`src/rtl/imc_seq_pkg.sv`:
```
// ---------------------------------------------------------------------------
// imc_seq_pkg : shared types and defaults for the IMC MAC sequencer.  rev 1.0
// ---------------------------------------------------------------------------
`default_nettype none

package imc_seq_pkg;

  localparam int unsigned IMC_MEM_ROW  = 16;
  localparam int unsigned IMC_BUF_AW   = 4;
  localparam int unsigned IMC_PRE_CYC  = 2;
  localparam int unsigned IMC_EVAL_CYC = 2;

  typedef enum logic [2:0] {
    ST_IDLE  = 3'd0,
    ST_FETCH = 3'd1,
    ST_LOAD  = 3'd2,
    ST_PRECH = 3'd3,
    ST_EVAL  = 3'd4,
    ST_SENSE = 3'd5,
    ST_WRITE = 3'd6,
    ST_DONE  = 3'd7
  } seq_state_e;

  // Counter width able to hold the longest phase length minus one.
  function automatic int unsigned timer_width(int unsigned pre_cyc, int unsigned eval_cyc);
    int unsigned longest;
    longest = (pre_cyc > eval_cyc) ? pre_cyc : eval_cyc;
    return (longest > 1) ? $clog2(longest) : 1;
  endfunction

endpackage

`default_nettype wire

```
`src/rtl/imc_phase_timer.sv`:
```
// ---------------------------------------------------------------------------
// imc_phase_timer : loadable down-counter with zero flag.  rev 1.0
// ---------------------------------------------------------------------------
`default_nettype none

module imc_phase_timer
  import imc_seq_pkg::*;
#(
  parameter int unsigned WIDTH = timer_width(IMC_PRE_CYC, IMC_EVAL_CYC)
) (
  input  logic             clk,
  input  logic             reset_n,
  input  logic             load_i,
  input  logic [WIDTH-1:0] load_val_i,
  output logic             zero_o
);

  logic [WIDTH-1:0] cnt_q;
  logic [WIDTH-1:0] cnt_d;

  always_comb begin
    cnt_d = cnt_q;
    if (load_i) begin
      cnt_d = load_val_i;
    end else if (cnt_q != '0) begin
      cnt_d = cnt_q - WIDTH'(1);
    end
  end

  always_ff @(posedge clk or negedge reset_n) begin
    if (!reset_n) begin
      cnt_q <= '0;
    end else begin
      cnt_q <= cnt_d;
    end
  end

  assign zero_o = (cnt_q == '0);

endmodule

`default_nettype wire

```
`src/rtl/imc_mac_sequencer.sv`:
```
// ---------------------------------------------------------------------------
// imc_mac_sequencer : walks IB[0..last], runs one IMC MAC per entry, writes OB.
// rev 1.0
// ---------------------------------------------------------------------------
`default_nettype none

module imc_mac_sequencer
  import imc_seq_pkg::*;
#(
  parameter int unsigned MEM_ROW  = IMC_MEM_ROW,
  parameter int unsigned BUF_AW   = IMC_BUF_AW,
  parameter int unsigned PRE_CYC  = IMC_PRE_CYC,
  parameter int unsigned EVAL_CYC = IMC_EVAL_CYC
) (
  input  logic               clk,
  input  logic               reset_n,
  input  logic               start,
  input  logic               abort,
  input  logic [BUF_AW-1:0]  last_addr,
  input  logic               empty_IB,
  input  logic [MEM_ROW-1:0] IB_data,
  output logic               IB_rd_en,
  output logic               OB_wr_en,
  output logic               SA_wr_en,
  output logic [BUF_AW-1:0]  BUF_addr,
  output logic [MEM_ROW-1:0] RWL,
  output logic [MEM_ROW-1:0] RWLB,
  output logic               PRE_A,
  output logic               PRE_CLSA,
  output logic               SAEN,
  output logic               en,
  output logic               busy,
  output logic               done,
  output logic               err
);

  localparam int unsigned TW = timer_width(PRE_CYC, EVAL_CYC);
  localparam logic [TW-1:0] PRE_LOAD  = TW'(PRE_CYC - 1);
  localparam logic [TW-1:0] EVAL_LOAD = TW'(EVAL_CYC - 1);

  seq_state_e         state_q, state_d;
  logic [BUF_AW-1:0]  addr_q,  addr_d;
  logic [BUF_AW-1:0]  last_q,  last_d;
  logic [MEM_ROW-1:0] vec_q,   vec_d;
  logic               err_q,   err_d;

  logic               tmr_load;
  logic [TW-1:0]      tmr_val;
  logic               tmr_zero;

  imc_phase_timer #(
    .WIDTH (TW)
  ) u_phase_timer (
    .clk        (clk),
    .reset_n    (reset_n),
    .load_i     (tmr_load),
    .load_val_i (tmr_val),
    .zero_o     (tmr_zero)
  );

  always_comb begin
    state_d  = state_q;
    addr_d   = addr_q;
    last_d   = last_q;
    vec_d    = vec_q;
    err_d    = 1'b0;
    tmr_load = 1'b0;
    tmr_val  = '0;
    IB_rd_en = 1'b0;
    OB_wr_en = 1'b0;
    SA_wr_en = 1'b0;
    RWL      = '0;
    RWLB     = '0;
    PRE_A    = 1'b0;
    PRE_CLSA = 1'b0;
    SAEN     = 1'b0;
    en       = 1'b0;
    done     = 1'b0;

    unique case (state_q)
      ST_IDLE: begin
        if (start && !abort) begin
          if (empty_IB) begin
            err_d = 1'b1;
          end else begin
            last_d  = last_addr;
            addr_d  = '0;
            state_d = ST_FETCH;
          end
        end
      end
      ST_FETCH: begin
        IB_rd_en = 1'b1;
        state_d  = ST_LOAD;
      end
      ST_LOAD: begin
        vec_d    = IB_data;
        tmr_load = 1'b1;
        tmr_val  = PRE_LOAD;
        state_d  = ST_PRECH;
      end
      ST_PRECH: begin
        PRE_A    = 1'b1;
        PRE_CLSA = 1'b1;
        if (tmr_zero) begin
          tmr_load = 1'b1;
          tmr_val  = EVAL_LOAD;
          state_d  = ST_EVAL;
        end
      end
      ST_EVAL: begin
        RWL  = vec_q;
        RWLB = ~vec_q;
        en   = 1'b1;
        if (tmr_zero) begin
          state_d = ST_SENSE;
        end
      end
      ST_SENSE: begin
        RWL     = vec_q;
        RWLB    = ~vec_q;
        en      = 1'b1;
        SAEN    = 1'b1;
        state_d = ST_WRITE;
      end
      ST_WRITE: begin
        // The write strobe is dropped if abort lands on this very cycle.
        OB_wr_en = !abort;
        SA_wr_en = !abort;
        if (addr_q == last_q) begin
          state_d = ST_DONE;
        end else begin
          addr_d  = addr_q + BUF_AW'(1);
          state_d = ST_FETCH;
        end
      end
      ST_DONE: begin
        done    = !abort;
        state_d = ST_IDLE;
      end
      default: begin
        state_d = ST_IDLE;
      end
    endcase

    if (abort && (state_q != ST_IDLE)) begin
      state_d  = ST_IDLE;
      addr_d   = '0;
      tmr_load = 1'b0;
    end
  end

  always_ff @(posedge clk or negedge reset_n) begin
    if (!reset_n) begin
      state_q <= ST_IDLE;
      addr_q  <= '0;
      last_q  <= '0;
      vec_q   <= '0;
      err_q   <= 1'b0;
    end else begin
      state_q <= state_d;
      addr_q  <= addr_d;
      last_q  <= last_d;
      vec_q   <= vec_d;
      err_q   <= err_d;
    end
  end

  assign BUF_addr = addr_q;
  assign busy     = (state_q != ST_IDLE);
  assign err      = err_q;

endmodule

`default_nettype wire

```
`config.mk`:
```
export PLATFORM = sky130hd
export DESIGN_NAME = imc_mac_sequencer
export DESIGN_NICKNAME = d
export VERILOG_FILES = /design/src/rtl/imc_seq_pkg.sv /design/src/rtl/imc_phase_timer.sv /design/src/rtl/imc_mac_sequencer.sv
export SDC_FILE = /design/constraint.sdc
export NUM_CORES = 1
export LEC_CHECK = 0
export CORE_AREA = 5 5 85 72
export CTS_CLUSTER_DIAMETER = 40
export DETAILED_ROUTE_END_ITERATION = 8
export DIE_AREA = 0 0 90 77
export DONT_BUFFER_PORTS = 1
export PLACE_DENSITY_LB_ADDON = 0.2
export SKIP_LAST_GASP = 1
export SLEW_MARGIN = 40
export SYNTH_ARGS = -nofsm -noshare
export SYNTH_HDL_FRONTEND = slang
export SYNTH_SLANG_ARGS = --single-unit
export TNS_END_PERCENT = 20
```
`constraint.sdc`:
```
create_clock -name clk -period 5.7 [get_ports clk]
set_clock_uncertainty 0.1 [all_clocks]
set_input_delay 1.14 -clock clk [delete_from_list [all_inputs] [get_ports clk]]
set_output_delay 1.14 -clock clk [all_outputs]
set_load 0.02 [all_outputs]
```
==> reports/summary.txt <==
Outcome = finished clean
Synthesis-to-finish area growth = 12.44%
Slew Limit Fails = 0
I/O Pins = 71
Prevailing post-synth register cell = dfrtp_1
Routed met2 length = 1757 µm
First DRT Iteration DRCs = 29
CP Class = flop to output port
Setup violators final = 0
Vias in the first global route = 1097
Routed vias/inst = 4.975
Wire per inst = 17.75 µm
Register area share after synthesis = 48.74%
Clk Latency, worst-skew pair = 0.27 ns
Final hold viol count = 0
Clock-pin slew on the worst setup and hold paths = 0.06 ns
Root Driver = clkbuf_8
Cell area after synthesis = 0.001489 mm²
Final Critical Period = 3.075 ns
GP Congestion = 0.7213
Ranking of synthesized cells by area = dfrtp_1 (49%), mux2_2 (16%), and2_1 (6.7%), nor2_1 (5.3%), xor2_1 (2.4%)
GR Util All Layers = 10.68%
CTS tree = yes
FF-to-FF Start = state_q[2]$_DFFE_PN0P_
YS warnings = 0
Area share of the largest cell type after synthesis = 48.74%
H-tree levels = 2
First-pass GRT wire length = 5920 µm
FP Rows = 24
Post-DRT Antenna Nets = 0
Syn_nets = 165
Setup WS post-layout = 2.625 ns
Top sig layer = met4
Leakage = 0.0007294 µW
CP max stage delay = 0.51 ns
Synth cell count leaders = dfrtp_1 (29), mux2_2 (21), nor2_1 (21), and2_1 (16), clkbuf_1 (5)
Slew headroom = 52.85%
Setup Fix Bufs, Post-CTS = 0
FF+latch count, synth = 29
Area of the die = 0.006930 mm²
Worst-path cell chain = or2b_1, inv_1, and2_1
Resized cells post-CTS = 0
Die width = 90 µm
Fmax = 0.3252 GHz
Inserted Diodes = 0
Fillers = 532
FFs w/ async S/R, synth = 100.0%
Routed WL = 3603 µm
Setup TNS = 0 ns
Worst Max-Slew Pin Slew = 0.7062 ns
Worst Hold Path Cells = 1
Post-route DRC = 0
Clk sinks = 29
Hold_sp = u_phase_timer.cnt_q$_DFF_PN0_
Critical Path RT = 4.46 ns
Hold Buf Count CTS = 0
M1 WL = 1587 µm
Synth Area per Inst = 10.71 µm²
Hold Path Class = flop to flop
Cell taking the most area after synthesis = dfrtp_1
Post-synth EDFFs = 0
Crit. End Element = output port
Initial Util = 28.66%
Final #Nets = 163
Pre-CTS WS = 2.670 ns
Cells after Synth = 139
Critical Path Start Type = flop
Hold Path Sink = u_phase_timer.cnt_q$_DFF_PN0_
Hpwl dp = 2680 µm
Fin util = 32.23%
Most numerous cell in the Yosys netlist = dfrtp_1
Maximum vdd ir drop = 0.0001377 V
RSZ-0062 raised after global routing = false
Max-cap violations = 0
Worst Path Arrival = 1.84 ns
Largest net degree at the start of global routing = 30
Worst R2R Setup Slack = 3.33 ns
Initial antenna violation count = 0
DR WL met3 = 187 µm
Vias post-DR = 1010
Pwr dens = 427.8 mW/mm²
Core area = 0.005195 mm²
Die Y = 77 µm
CTS max path bufs = 2
Iteration count of the initial detailed-routing pass = 3
CP max stage cell = dfrtp_1
CP max FO = 17
I/O Buffers = 0
Fraction of layout cells with a size suffix above 1 = 25.36%
Reg2reg path depth = 4
TritonCTS buffer count = 5
Final worst path period share = 53.95%
Reg2reg end = BUF_addr[2]$_DFFE_PN0P_
GRT overflow = 0
Yosys cell types = 33
==> registers in the layout, summed over array words and instances, names as in the netlist <==
name and flops:
last_q 4, vec_q 16, err 1, u_phase_timer.cnt_q 1, state_q 3, BUF_addr 4
==> cells by family after synthesis <==
logic type / after synthesis / synth area share (%)
and+or+nand+nor: 57 / 20.42
AOI/OAI and AO/OA: 12 / 6.219
adders and majority gates: 1 / 0.8402
DFF: 29 / 48.74
xor gates and xnor gates: 5 / 2.941
buffers and inverters: 14 / 4.958
muxes: 21 / 15.88
==> cell type report <==
| cell class | instances | area (µm²) | share of cell area (%) |
|---|---|---|---|
| repair buffers | 2 | 15.01 | 0.8969 |
| flip-flops and latches | 29 | 725.7 | 43.35 |
| well taps | 65 | 81.33 | 4.858 |
| clock buffers | 5 | 68.82 | 4.111 |
| clock inverters | 3 | 65.06 | 3.886 |
| multi-input cells | 96 | 706.9 | 42.23 |
| inverters | 3 | 11.26 | 0.6726 |
==> power breakdown <==
part	internal (µW)	switching, µW	total (µW)
Clock	174	79.9	254
Combinational	73.3	58.3	132
Sequential	277	53.8	331
Total	524	192	716
==> layout by cell type, fill, tap and decap left out, drive strengths merged, types with 2 or more instances in the layout <==
cell,instances
bufinv,2
nor2b,2
a21oi,3
clkbuf,5
mux2,21
xor2,4
nor2,21
dfrtp,29
inv,3
nand2,4
nor3,4
a22o,2
and2,16
nand3,2
buf,2
==> metrics by stage <==
stage          cell area, µm²  hold slack, ns  std cells  power [µW]
6_report                 1674          0.4162        203       716.3
5_1_grt                  1674          0.4285        203       761.2
4_1_cts                  1672          0.4149        203       729.7
3_5_place_dp             1538          0.4026        195       469.5
3_3_place_gp             1529          0.4025        195       459.5
2_1_floorplan            1489          0.3742        139       437.2
==> critical path: cells and delay by family, from the launching register on <==
family / cells / cell delay [ns]
buffers and inverters: 1 / 0.43
flip-flops: 1 / 0.51
AND/OR/NAND/NOR: 2 / 0.61
==> routing by layer <==
metal / vias up / GRT usage (%)
met3: 7 / 3.523
met4: 0 / 5.208
met1: 500 / 13.01
li1: 471 / -
met5: - / 0
met2: 32 / 16.96
==> worst max path at each step <==
| stage | start | endpoint | slack (ns) |
|---|---|---|---|
| after floorplan | abort | SA_wr_en | 2.01 |
| after global placement | abort | OB_wr_en | 2.35 |
| after detailed placement | abort | SA_wr_en | 2.67 |
| after CTS | state_q[2]$_DFFE_PN0P_ | RWL[4] | 2.54 |
| after global routing | state_q[2]$_DFFE_PN0P_ | RWL[9] | 2.45 |
| final | state_q[2]$_DFFE_PN0P_ | RWL[3] | 2.62 |
No activity file was read; power rests on OpenSTA's default activity.
